===== config.mk =====
export PLATFORM = sky130hd
export DESIGN_NAME = spi_target_regfile
export DESIGN_NICKNAME = d
export VERILOG_FILES = /design/src/rtl/spi_target_pkg.sv /design/src/rtl/spi_pin_sync.sv /design/src/rtl/spi_target_regfile.sv
export SDC_FILE = /design/constraint.sdc
export NUM_CORES = 1
export LEC_CHECK = 0
export CAP_MARGIN = 20
export CORE_MARGIN = 5
export CORE_UTILIZATION = 49
export CTS_BUF_LIST = sky130_fd_sc_hd__clkbuf_8
export DETAILED_ROUTE_END_ITERATION = 8
export GPL_TIMING_DRIVEN = 0
export MAX_ROUTING_LAYER = met4
export PLACE_DENSITY = 0.82
export SYNTH_ARGS = -nofsm -noshare
export SYNTH_HDL_FRONTEND = slang
export SYNTH_SLANG_ARGS = --single-unit

===== constraint.sdc =====
create_clock -name sys_clock_i -period 2.6 [get_ports sys_clock_i]
set_clock_uncertainty 0.1 [all_clocks]
set_input_delay 0.39 -clock sys_clock_i [delete_from_list [all_inputs] [get_ports sys_clock_i]]
set_output_delay 0.39 -clock sys_clock_i [all_outputs]
set_load 0.005 [all_outputs]

===== src/rtl/spi_target_pkg.sv =====
// spi_target_pkg: state encoding and shared constants for the SPI target register file
package spi_target_pkg;
  typedef enum logic [2:0] {WAIT_IDLE, IDLE, CMD, WRITE, READ} state_t;
  localparam logic CMD_WRITE_BIT = 1'b1;
  function automatic int status_addr(input int addr_w);
    return (1 << addr_w) - 1;
  endfunction
endpackage


===== src/rtl/spi_pin_sync.sv =====
// spi_pin_sync: synchronises SCLK/CS/PICO and derives sample/shift edge and CS edge pulses
module spi_pin_sync #(
  parameter int CPOL = 0,
  parameter int CPHA = 0,
  parameter int SYNC_STAGES = 2
) (
  input  logic clk,
  input  logic rst_n,
  input  logic sclk,
  input  logic cs,
  input  logic pico,
  output logic cs_s,
  output logic pico_s,
  output logic sample_edge,
  output logic shift_edge,
  output logic cs_fall,
  output logic cs_rise
);
  localparam logic IDLE_LVL = CPOL != 0;
  localparam logic SAMPLE_RISE = CPOL == CPHA;
  logic [SYNC_STAGES-1:0] sclk_q, cs_q, pico_q;
  logic sclk_d, cs_d, rise, fall;
  // CS resets low so a CS held low through reset never produces a falling edge
  always_ff @(posedge clk or negedge rst_n)
    if (!rst_n) begin
      sclk_q <= {SYNC_STAGES{IDLE_LVL}};
      cs_q <= '0;
      pico_q <= '0;
      sclk_d <= IDLE_LVL;
      cs_d <= 1'b0;
    end else begin
      sclk_q <= {sclk_q[SYNC_STAGES-2:0], sclk};
      cs_q <= {cs_q[SYNC_STAGES-2:0], cs};
      pico_q <= {pico_q[SYNC_STAGES-2:0], pico};
      sclk_d <= sclk_q[SYNC_STAGES-1];
      cs_d <= cs_q[SYNC_STAGES-1];
    end
  assign cs_s = cs_q[SYNC_STAGES-1];
  assign pico_s = pico_q[SYNC_STAGES-1];
  assign rise = sclk_q[SYNC_STAGES-1] & ~sclk_d;
  assign fall = ~sclk_q[SYNC_STAGES-1] & sclk_d;
  assign sample_edge = ~cs_s & (SAMPLE_RISE ? rise : fall);
  assign shift_edge = ~cs_s & (SAMPLE_RISE ? fall : rise);
  assign cs_fall = cs_d & ~cs_s;
  assign cs_rise = ~cs_d & cs_s;
endmodule


===== src/rtl/spi_target_regfile.sv =====
// spi_target_regfile: SPI target decoding burst reads/writes of a register file plus a status word
module spi_target_regfile
  import spi_target_pkg::*;
#(
  parameter int DATA_W = 8,
  parameter int ADDR_W = 7,
  parameter int NUM_REGS = 16,
  parameter int CPOL = 0,
  parameter int CPHA = 0,
  parameter int SYNC_STAGES = 2
) (
  input  logic                         sys_clock_i,
  input  logic                         sys_reset_ni,
  input  logic                         spi_clock_i,
  input  logic                         spi_cs_i,
  input  logic                         spi_pico_i,
  output logic                         spi_poci_o,
  output logic                         spi_poci_oe_o,
  input  logic [DATA_W-1:0]            status_i,
  output logic [NUM_REGS*DATA_W-1:0]   regs_o,
  output logic                         wr_strobe_o,
  output logic [ADDR_W-1:0]            wr_addr_o,
  output logic                         frame_active_o
);
  localparam int SH_W = DATA_W > ADDR_W + 1 ? DATA_W : ADDR_W + 1;
  localparam int CNT_W = $clog2(SH_W + 1);
  localparam int IDX_W = NUM_REGS > 1 ? $clog2(NUM_REGS) : 1;
  localparam logic [ADDR_W-1:0] NUM_A = ADDR_W'(NUM_REGS);
  localparam logic [ADDR_W-1:0] STAT_A = ADDR_W'(status_addr(ADDR_W));
  localparam logic [CNT_W-1:0] CMD_LAST = CNT_W'(ADDR_W);
  localparam logic [CNT_W-1:0] DATA_LAST = CNT_W'(DATA_W - 1);
  state_t state, state_nx;
  logic cs_s, pico_s, sample_edge, shift_edge, cs_fall, cs_rise;
  logic busy, last_bit;
  logic [CNT_W-1:0] cnt;
  logic [SH_W-2:0] rx;
  logic [SH_W-1:0] rx_nx;
  logic [DATA_W-1:0] tx, ld_data;
  logic [ADDR_W-1:0] addr, ld_addr;
  logic [DATA_W-1:0] regs [NUM_REGS];

  spi_pin_sync #(.CPOL(CPOL), .CPHA(CPHA), .SYNC_STAGES(SYNC_STAGES)) u_sync (
    .clk(sys_clock_i),
    .rst_n(sys_reset_ni),
    .sclk(spi_clock_i),
    .cs(spi_cs_i),
    .pico(spi_pico_i),
    .cs_s(cs_s),
    .pico_s(pico_s),
    .sample_edge(sample_edge),
    .shift_edge(shift_edge),
    .cs_fall(cs_fall),
    .cs_rise(cs_rise)
  );

  for (genvar k = 0; k < NUM_REGS; k++) begin : g_regs
    assign regs_o[k*DATA_W +: DATA_W] = regs[k];
  end

  always_comb begin
    busy = state inside {CMD, WRITE, READ};
    rx_nx = {rx, pico_s};
    last_bit = sample_edge && busy && cnt == (state == CMD ? CMD_LAST : DATA_LAST);
    ld_addr = state == CMD ? rx_nx[ADDR_W-1:0] : addr + 1'b1;
    ld_data = ld_addr < NUM_A ? regs[ld_addr[IDX_W-1:0]] : ld_addr == STAT_A ? status_i : '0;
    state_nx = state == WAIT_IDLE ? (cs_s ? IDLE : WAIT_IDLE) :
               cs_rise ? IDLE :
               (state == IDLE && cs_fall) ? CMD :
               (state == CMD && last_bit) ? (rx_nx[ADDR_W] == CMD_WRITE_BIT ? WRITE : READ) :
               state;
  end

  always_ff @(posedge sys_clock_i or negedge sys_reset_ni)
    if (!sys_reset_ni) begin
      state <= WAIT_IDLE;
      cnt <= '0;
      rx <= '0;
      tx <= '0;
      addr <= '0;
      spi_poci_o <= 1'b0;
      spi_poci_oe_o <= 1'b0;
      wr_strobe_o <= 1'b0;
      wr_addr_o <= '0;
      frame_active_o <= 1'b0;
      for (int i = 0; i < NUM_REGS; i++) regs[i] <= '0;
    end else begin
      state <= state_nx;
      frame_active_o <= state_nx inside {CMD, WRITE, READ};
      spi_poci_oe_o <= state_nx == READ;
      wr_strobe_o <= 1'b0;
      if (cs_fall) cnt <= '0;
      else if (sample_edge && busy) begin
        rx <= rx_nx[SH_W-2:0];
        cnt <= last_bit ? '0 : cnt + 1'b1;
      end
      if (state == CMD && last_bit) addr <= rx_nx[ADDR_W-1:0];
      if ((state == WRITE || state == READ) && last_bit) addr <= addr + 1'b1;
      if (state == WRITE && last_bit && addr < NUM_A) begin
        regs[addr[IDX_W-1:0]] <= rx_nx[DATA_W-1:0];
        wr_strobe_o <= 1'b1;
        wr_addr_o <= addr;
      end
      // the first shift edge after a load is skipped: the MSB is already on the pin
      if (state_nx == READ && last_bit) begin
        spi_poci_o <= ld_data[DATA_W-1];
        tx <= ld_data << 1;
      end else if (state == READ && shift_edge && cnt != '0) begin
        spi_poci_o <= tx[DATA_W-1];
        tx <= tx << 1;
      end else if (state_nx != READ) spi_poci_o <= 1'b0;
    end
endmodule


==> results of run 1 <==
[flip-flops by register name, indices dropped and copies added (netlist names), 3 cells and up]
| signal | flops |
|---|---|
| addr | 7 |
| cnt | 4 |
| regs_o | 128 |
| rx | 7 |
| state | 3 |
| tx | 7 |
| wr_addr_o | 7 |
[synth_stat cells, drive strengths merged (3+ instances only)]
master and number:
a21o 4, a21oi 19, a31oi 21, a32oi 9
and2 10, and3 8, buf 19, clkbuf 32
dfrtp 175, ha 6, inv 11, mux2 145
mux2i 48, nand2 86, nand3 26, nand4 8
nor2 31, nor3 6, nor3b 6, o21ai 16
o22ai 7, or4 3
[layer usage]
layer / vias to the layer above / GRT usage [%]
met3: 77 / 6.64
li1: 3029 / -
met4: 0 / 9.65
met5: - / -
met1: 3484 / 36.5
met2: 391 / 42.8
[worst paths after layout]
kind / start / endpoint / slack, ns
min: spi_clock_i / u_sync.sclk_q[0] / 0.25
max: addr[0] / tx[7] / 0.04
min in group asynchronous: sys_reset_ni / regs_o[10] / 0.34
max in group asynchronous: sys_reset_ni / addr[1] / 1.12
min reg2reg: u_sync.sclk_q[0] / u_sync.sclk_q[1] / 0.26
max reg2reg: addr[0] / tx[7] / 0.04
[stage by stage]
step | setup slack, ns | cell area [sq um] | setup TNS (ns) | hold slack [ns]
after floorplan | 0.0913 | 8500 | 0 | -0.00559
after global placement | -6.14 | 10300 | -1094.81 | 0.236
after detailed placement | -0.462 | 10300 | -28.48 | 0.239
after CTS | -0.0817 | 11000 | -1.13 | 0.240
after global routing | -0.0290 | 11200 | -0.265 | 0.242
final | 0.0363 | 11200 | 0 | 0.251
[kinds of logic (layout without fill, tap and decap cells)]
kind of cell | after synthesis | count (layout) | share of synthesized area (%)
compound gates | 95 | 95 | 7.61
xor+xnor | 4 | 4 | 0.412
fa+ha+maj | 6 | 6 | 0.883
buf+inv | 62 | 267 | 3.15
flops | 175 | 175 | 51.5
mux | 193 | 193 | 24.9
simple gates | 199 | 199 | 11.5
[power groups by stage]
stage / Clock, mW / Sequential (mW) / Combinational [mW]
2_1_floorplan: 0 / 2.85 / 0.470
3_3_place_gp: 0 / 2.86 / 0.810
3_5_place_dp: 0 / 2.86 / 0.822
4_1_cts: 1.91 / 2.81 / 0.847
5_1_grt: 2.02 / 2.82 / 0.977
6_report: 1.91 / 2.82 / 0.927
[what timing repair did]
item,in CTS,in global routing
resized for setup,38,56
gates cloned,0,0
hold endpoints to repair,62,0
hold buffers,1,0
setup buffers,13,7
pin swaps,7,3
endpoints found under the setup margin,136,120
[worst max-delay path: cells and delay by family (launching register included)]
kind	cells	cell delay, ns
and+or+nand+nor	6	1.35
DFF	1	0.40
AOI/OAI and AO/OA	1	0.30
adders and majority gates	1	0.20
buffers and inverters	1	0.14
[area by class of cell]
cell class | count | area [sq um]
fillers | 1326 | 5940
flip-flops and latches | 175 | 4380
multi-input cells | 497 | 4110
repair buffers | 173 | 1730
plain buffers | 51 | 297
clock buffers | 21 | 289
well taps | 225 | 282
clock inverters | 11 | 105
inverters | 11 | 45.0
==> metrics.md, run 1 <==
| Metric | Value |
|---|---|
| Hold path depth | `1` |
| Die height | `142 um` |
| Sw Share | `30.7%` |
| Top area cells in the synthesized netlist | `dfrtp_1 52%, mux2_2 19%, mux2i_1 5.5%, nand2_1 3.6%, a31oi_1 1.5%` |
| Syn-to-layout area delta | `32.2%` |
| Predominant post-synthesis flop cell | `dfrtp_1` |
| Boundary pin count | `152` |
| Leak | `5.06 nW` |
| DP Wirelength | `18,900 um` |
| Cell mode on critical path | `nand3_1` |
| Slowest cell on the critical path | `or4b_4` |
| CP Max Fanout | `7` |
| Status | `finished clean` |
| Final core utilization | `65.4%` |
| Commonest non-fill, non-tap cell in the layout | `dfrtp_1` |
| DIE AREA | `0.0201 sq mm` |
| Distinct cell type count after synthesis | `64` |
| Clk_lat worst skew | `0.47 ns` |
| Peak supply drop | `0.000383 V` |
| Fin nets | `945` |
| CTS tree | `done` |
| Final Setup Violations | `0` |
| Total CTS buffers | `17` |
| Number of enable flip-flop cells after synthesis | `0` |
| Fraction of layout cells with a size suffix above 1 | `29.4%` |
| Maximum clock frequency | `0.390 GHz` |
| Slowest cell delay on critical path | `0.51 ns` |
| Via count | `6,981` |
| Chip width | `142 um` |
| Comb pwr share | `16.4%` |
| Worst Max-Slew Pin Slew | `0.713 ns` |
| Seq/Total Area, Yosys | `51.5%` |
| Final WL | `27,400 um` |
| Final std cells w/o fill | `1,164` |
| Synth area leader | `dfrtp_1` |
| Fin. Hold Viols | `0` |
| Root Driver | `clkbuf_8` |
| FP Rows | `48` |
| Core area | `0.0172 sq mm` |
| Pwr Density | `503 mW/mm^2` |
| Seq pwr share | `49.8%` |
| Vias/cell | `6.00` |
| Most frequent cells in the layout | `174 x dfrtp_1, 150 x clkdlybuf4s50_1, 143 x mux2_2` |
| Clock network fraction of design power | `33.8%` |
| Total GRT Usage | `27.9%` |
| Relative slew slack | `52.4%` |
| ANT cells | `0` |
| Int Power | `3.92 mW` |
| Worst path cell trace | `ha_1 > buf_6 > and4_1 > nand2_1 > or4b_4 > a31oi_1 > and2_2 > nand3_1 > nand3_1` |
| Total iterations of the first detailed-routing run | `6` |
| Post-route ant nets | `0` |
| WL/cell | `23.6 um` |
| Residual DRC | `0` |
| Post-Syn Area | `0.00850 sq mm` |
| Largest net degree at the start of global routing | `114` |
| Vias in the first global route | `7,053` |
| Clock-pin slew on the worst setup and hold paths | `0.09 ns` |
| CP required | `2.91 ns` |
| Crit. End Element | `flip-flop` |
| Top Layer Used | `met4` |
| Initial antenna violation count | `0` |
| Total grt overflow | `0` |
| CP Data Arrival Time | `2.87 ns` |
| Clock buffer depth | `2` |
| Htree depth | `4` |
| Initial Utilization | `49.5%` |
| Clock sinks | `175` |
| Cells after Synth | `734` |
| #FFs+latches synth | `175` |
| First-pass GRT wire length | `41,000 um` |
| Met1 Wirelength | `11,100 um` |
| Startpoint types | `flip-flop` |
| Yosys warning total | `0` |
| Met3 wire len | `2410 um` |
| Tightest Hold Check Type | `in -> reg` |
| Net switching power | `1.74 mW` |
| Tcrit/Tclk final | `98.6%` |
| Met2 WL | `12,900 um` |
| RSZ-0062 raised after global routing | `yes` |
| Async set-reset flop share out of synthesis | `100%` |
| Max Cap Viol | `0` |
| Placed cells | `1,111` |
| Initial DRC count | `851` |
| Final Max Slew Viols | `0` |
| Port bufs | `151` |
| Critical path type | `reg -> reg` |
| Avg Cell Area, Syn | `11.6 sq um` |
| Post-layout min period | `2.56 ns` |
| Post-synth top area share | `51.5%` |
| Syn Nets | `753` |
| Final GP Congestion | `0.965` |
| Total Power | `5.65 mW` |
| FF-to-FF path depth | `9` |
Power figures use the tool's default switching activity.
==> run 2, diff against run 1 <==
--- a/config.mk
+++ b/config.mk
@@ -12,7 +12,7 @@
 export DETAILED_ROUTE_END_ITERATION = 8
 export GPL_TIMING_DRIVEN = 0
 export MAX_ROUTING_LAYER = met4
-export PLACE_DENSITY = 0.82
+export PLACE_DENSITY = 0.78
 export SYNTH_ARGS = -nofsm -noshare
 export SYNTH_HDL_FRONTEND = slang
 export SYNTH_SLANG_ARGS = --single-unit
==> run 2 against run 1 <==
Compared with the run above:
- the flow now finishes with violations (negative setup slack)
- global-route usage up 0.42 points
- register-to-register slack got worse by 0.09 ns
- critical endpoint is now tx[3]
- critical path depth rose by 1
- highest routed layer unchanged
- hold slack lost 0.0062 ns
- worst setup slack worse by 0.087 ns
- fmax shrank 3.3%
- sequential share of layout area is 0.25 points lower
- non-clock buffer count is 4 higher
- critical path type unchanged
==> metrics.md, run 2 (same netlist as run 1, synthesis figures left out) <==
| Metric | Value |
|---|---|
| Int Power | `3.97 mW` |
| CP Max Fanout | `10` |
| ANT cells | `0` |
| Residual DRC | `0` |
| Clock sinks | `175` |
| FP Rows | `48` |
| Fin nets | `949` |
| Vias/cell | `5.99` |
| Clock network fraction of design power | `34.0%` |
| Pwr Density | `505 mW/mm^2` |
| Via count | `6,994` |
| Max FFs per register | `128` |
| Setup ws final | `-0.0504 ns` |
| Initial Utilization | `49.5%` |
| Crit. End Element | `flip-flop` |
| Met1 Wirelength | `11,600 um` |
| Htree depth | `4` |
| Sw Share | `30.5%` |
| Tightest Hold Check Type | `in -> reg` |
| First-pass GRT wire length | `41,500 um` |
| DP Wirelength | `19,000 um` |
| Cell mode on critical path | `nand3_1` |
| Net switching power | `1.75 mW` |
| Initial DRC count | `679` |
| Root Driver | `clkbuf_8` |
| Chip width | `142 um` |
| Initial antenna violation count | `0` |
| CP required | `2.87 ns` |
| Relative slew slack | `31.0%` |
| Top Layer Used | `met4` |
| Startpoint types | `flip-flop` |
| Fin. Hold Viols | `0` |
| Failing checks | `negative setup slack` |
| Clock-pin slew on the worst setup and hold paths | `0.10 ns` |
| Clock buffer depth | `2` |
| Comb pwr share | `16.8%` |
| Critical path type | `reg -> reg` |
| Port bufs | `151` |
| Clk_lat worst skew | `0.48 ns` |
| Largest net degree at the start of global routing | `126` |
| Maximum clock frequency | `0.377 GHz` |
| Peak supply drop | `0.000372 V` |
| Total grt overflow | `0` |
| Die height | `142 um` |
| Final core utilization | `65.9%` |
| Post-route ant nets | `0` |
| Status | `complete, but fails checks` |
| Worst path cell trace | `buf_4 > buf_8 > nand3_1 > xor2_1 > a21oi_4 > buf_6 > mux2i_1 > mux2_2 > a32oi_1 > nand3_1` |
| Met2 WL | `13,100 um` |
| Seq pwr share | `49.2%` |
| Final GP Congestion | `0.928` |
| Slowest cell on the critical path | `xor2_1` |
| CTS tree | `done` |
| Total CTS buffers | `17` |
| Met3 wire len | `2180 um` |
| Fraction of layout cells with a size suffix above 1 | `30.2%` |
| Final WL | `27,300 um` |
| DIE AREA | `0.0201 sq mm` |
| Post-layout min period | `2.65 ns` |
| CP Data Arrival Time | `2.92 ns` |
| Final Setup Violations | `4` |
| Most frequent cells in the layout | `174 x dfrtp_1, 150 x clkdlybuf4s50_1, 143 x mux2_2` |
| Slowest cell delay on critical path | `0.51 ns` |
| Final Max Slew Viols | `0` |
| Tcrit/Tclk final | `102%` |
| Total GRT Usage | `28.3%` |
| Syn-to-layout area delta | `33.1%` |
| DP Worst Slack | `-0.512 ns` |
| Commonest non-fill, non-tap cell in the layout | `dfrtp_1` |
| Core area | `0.0172 sq mm` |
| Worst Max-Slew Pin Slew | `1.03 ns` |
| Boundary pin count | `152` |
| Total iterations of the first detailed-routing run | `5` |
| Leak | `5.10 nW` |
| WL/cell | `23.4 um` |
| RSZ-0062 raised after global routing | `yes` |
| Vias in the first global route | `6,950` |
| Max Cap Viol | `0` |
## run 2: cell count changes in the layout (fill, tap and decap cells not counted), moves of 2 or more
cell / change
clkbuf_8: -3
buf_6: -3
clkinv_4: +2
buf_8: +2
clkinv_2: +4
ha_2: +2
clkbuf_4: -6
buf_4: +12
clkinvlp_4: -3
ha_1: -2
## run 2: path summary, 6_finish.rpt
check,start,to,slack (ns),depth (start not counted)
setup / recovery,addr[0],tx[3],-0.05,10
hold / removal,spi_cs_i,u_sync.cs_q[0],0.24,1
setup reg to reg,addr[0],tx[3],-0.05,10
hold reg to reg,u_sync.cs_q[0],u_sync.cs_q[1],0.25,0
max in group asynchronous,sys_reset_ni,addr[1],1.11,3
min in group asynchronous,sys_reset_ni,u_sync.pico_q[0],0.30,2
## run 2: cell type report
type	count	area, sq um
clock buffer	19	262
fill	1375	5870
clock inverter	13	138
multi-input combinational	497	4130
buffer	51	327
tap	225	282
inverter	11	47.5
timing repair buffer	177	1750
sequential	175	4380
## run 2: layer usage
metal	vias to the layer above	track usage [%]
li1	3040	-
met5	-	-
met4	0	9.04
met2	354	43.1
met3	43	5.06
met1	3557	38.8
## run 2: critical path, delay by kind of cell (launching register included)
family,cells,cell delay (ns)
AOI/OAI and AO/OA,2,0.39
buffers and inverters,3,0.49
xor gates and xnor gates,1,0.51
DFF,1,0.42
and+or+nand+nor,2,0.18
muxes,2,0.44
## run 2: repair_timing
action,CTS,global route
resized for setup,59,49
endpoints found under the hold margin,50,0
gates cloned,0,0
hold buffers,1,0
endpoints found under the setup margin,136,113
setup buffers,10,14
pin swaps,6,12
## run 2: stage by stage
stage	hold WS, ns	TNS [ns]	area, sq um	total power, mW	cells
global route	0.237	-2.14	11300	5.88	1168
CTS	0.232	-0.00733	11000	5.64	1154
global placement	0.236	-1094.84	10300	3.68	1110
finish	0.245	-0.127	11300	5.71	1168
detailed placement	0.228	-31.48	10300	3.70	1111
floorplan	-0.00559	0	8500	3.32	734
## run 2: power by group through the flow
stage	combinational (mW)	sequential [mW]	clock, mW
CTS	0.889	2.81	1.95
global route	1.01	2.82	2.06
finish	0.959	2.81	1.94
global placement	0.820	2.86	0
detailed placement	0.837	2.86	0
floorplan	0.470	2.85	0
==> patch, RTL diff (config.mk and constraints of run 1) <==
Change the parameter `NUM_REGS` from 16 to 8.
--- a/src/rtl/spi_target_regfile.sv
+++ b/src/rtl/spi_target_regfile.sv
@@ -6,3 +6,3 @@
   parameter int ADDR_W = 7,
-  parameter int NUM_REGS = 16,
+  parameter int NUM_REGS = 8,
   parameter int CPOL = 0,
Ports: changed (resized regs_o); port bits go from 152 to 88. The function was not compared with the original's and may differ.
==> patch against run 1 <==
- global-route usage fell by 5.6 points
- synthesized area fell by 36%
- the flow now finishes with violations (setup timing)
- sequential cell count fell by 64
- count of clock-buffer cells in the layout fell by 12
- power fell by 43%
- first-iteration DRC count fell by 73%
- clock power fell by 44%
- worst setup slack got worse by 120 ps
- routed wire length fell by 49%
- largest cell class unchanged
- critical endpoint is now tx[2]$_DFFE_PN0P_
- sequential share of layout area rose by 0.072 points
- critical path depth fell by 1
- final area fell by 37%
==> patch: results (changes against run 1) <==
pre-CTS setup slack - -476 ps (was -462 ps)
crit path from - state[2]$_DFF_PN0_ (was addr[0]$_DFFE_PN0P_)
hold crit path type - flip-flop to flip-flop (was input pin to flip-flop)
CP max stage delay - 530 ps (was 510 ps)
worst hold margin - 256 ps (was 251 ps)
vias in the first global route - 4148 (was 7053)
largest cells by area after synthesis - dfrtp_1 (51%), mux2_2 (16%), mux4_1 (4.4%), mux2i_1 (2.6%), mux4_2 (2.5%) (was dfrtp_1 (52%), mux2_2 (19%), mux2i_1 (5.5%), nand2_1 (3.6%), a31oi_1 (1.5%))
GPL Wtd Cong - 0.848 (was 0.965)
Unique masters post-synth - 60 (was 64)
R2R cell count - 8 (was 9)
Least-Margin Pin Slew - 721 ps (was 713 ps)
DR vias/cell - 5.79 (was 6.00)
commonest cells in the netlist - dfrtp_1 (111), mux2_2 (78), a21oi_1 (19) (was dfrtp_1 (175), mux2_2 (143), nand2_1 (82))
DRT iter0 DRCs - 231 (was 851)
critical path data arrival time - 2850 ps (was 2870 ps)
layout cell share with drive strength beyond 1 - 33.9% (was 29.4%)
global-route wire length before repair - 22100 um (was 41000 um)
Net Sw Frac - 28.8% (was 30.7%)
number of setup violations in the final report - 7 (was 0)
CTS H-tree depth - 3 (was 4)
syn_nets - 429 (was 753)
Top delay family on crit path - multiplexers (was simple AND/OR/NAND/NOR gates)
CTS Buf Count - 9 (was 17)
Max clock buf depth - 2 (unchanged)
Hold Path End - u_sync.sclk_q[1]$_DFF_PN0_ (was u_sync.sclk_q[0]$_DFF_PN0_)
CP max-delay cell - mux4_2 (was or4b_4)
Detail Placement HPWL - 9560 um (was 18900 um)
largest net degree at the start of global routing - 58 (was 114)
TritonRoute pass-1 iters - 4 (was 6)
status - finished with violations (was completed)
placed inst area - 6570 um^2 (was 10300 um^2)
Buffers on Ports - 87 (was 151)
GRT Total Usage - 22.2% (was 27.9%)
clk_lat worst skew - 400 ps (was 470 ps)
worst vdd ir - 0.228 mV (was 0.383 mV)
nets - 551 (was 945)
Pleak - 3.24 nW (was 5.06 nW)
hold_sp - u_sync.sclk_q[0]$_DFF_PN0_ (was spi_clock_i)
initial antenna violation count - 0 (unchanged)
register area share after synthesis - 51.3% (was 51.5%)
setup ws final - -81.9 ps (was 36.3 ps)
vias - 3935 (was 6981)
Cells after Synth - 413 (was 734)
failing checks - setup timing
Hold Crit Depth - 0 (was 1)
patch: cell types whose count changed after synthesis, sizes merged, moves of 15 or more:
cell	delta
mux4	+15
a31oi	-18
dfrtp	-64
mux2	-66
clkbuf	-15
nand2	-67
mux2i	-32
patch: cell type report:
class / count / area, um^2
Inverter: 15 / 56.3
Multi-Input combinational cell: 261 / 2630
Fill cell: 790 / 3720
Tap cell: 140 / 175
Buffer: 25 / 150
Clock inverter: 7 / 85.1
Timing Repair Buffer: 112 / 1110
Sequential cell: 111 / 2780
Clock buffer: 9 / 124
patch: metal layers:
layer	vias to the layer above	routed length (um)	part of all wire, %	GRT usage, %
met3	28	879	6.3	5.11
li1	1767	-	-	-
met4	0	278	2.0	7.20
met5	-	0	0	-
met1	2012	5900	42	29.3
met2	128	6860	49	34.4
patch: per-stage QoR:
step / setup TNS (ps) / util [%]
after global routing: -1080 / 65.6
after global placement: -355270 / 60.2
after CTS: -375 / 64.5
final: -422 / 65.6
after detailed placement: -25360 / 60.6
after floorplan: -410 / -
patch: worst max path at each step:
stage                             end  slack [ps]  cells past startpoint
2_1_floorplan       tx[2]$_DFFE_PN0P_         -70                      8
3_3_place_gp   regs_o[48]$_DFFE_PN0P_       -3030                      1
3_5_place_dp   regs_o[57]$_DFFE_PN0P_        -480                      6
4_1_cts             tx[2]$_DFFE_PN0P_         -60                      8
5_1_grt             tx[4]$_DFFE_PN0P_        -170                      8
6_report            tx[2]$_DFFE_PN0P_         -80                      8
patch: power by group through the flow:
stage	clock [mW]	sequential, mW	combinational, mW
after floorplan	0	1.81	0.172
after detailed placement	0	1.82	0.289
after global placement	0	1.81	0.269
final	1.07	1.78	0.346
after CTS	1.07	1.78	0.311
after global routing	1.14	1.79	0.377
patch: worst register-to-register path: cells and delay by family, from the launching register on:
| kind | cells | cell delay, ps |
|---|---|---|
| multiplexers | 3 | 1190 |
| AND/OR/NAND/NOR | 2 | 480 |
| flip-flops | 1 | 400 |
| buffers and inverters | 2 | 310 |
| AO/OA/AOI/OAI | 1 | 80 |
patch: logic make-up after synthesis:
logic type | share of synthesized area (%)
flops | 51.3
mux | 26.4
simple gates | 10.6
compound gates | 6.79
buf+inv | 3.30
xor+xnor | 0.970
fa+ha+maj | 0.693
patch: what timing repair did:
action	CTS	global route
endpoints found under the setup margin	75	51
setup buffers	14	8
endpoints found under the hold margin	54	0
pin swaps	6	1
resized for setup	29	16
hold buffers	1	0
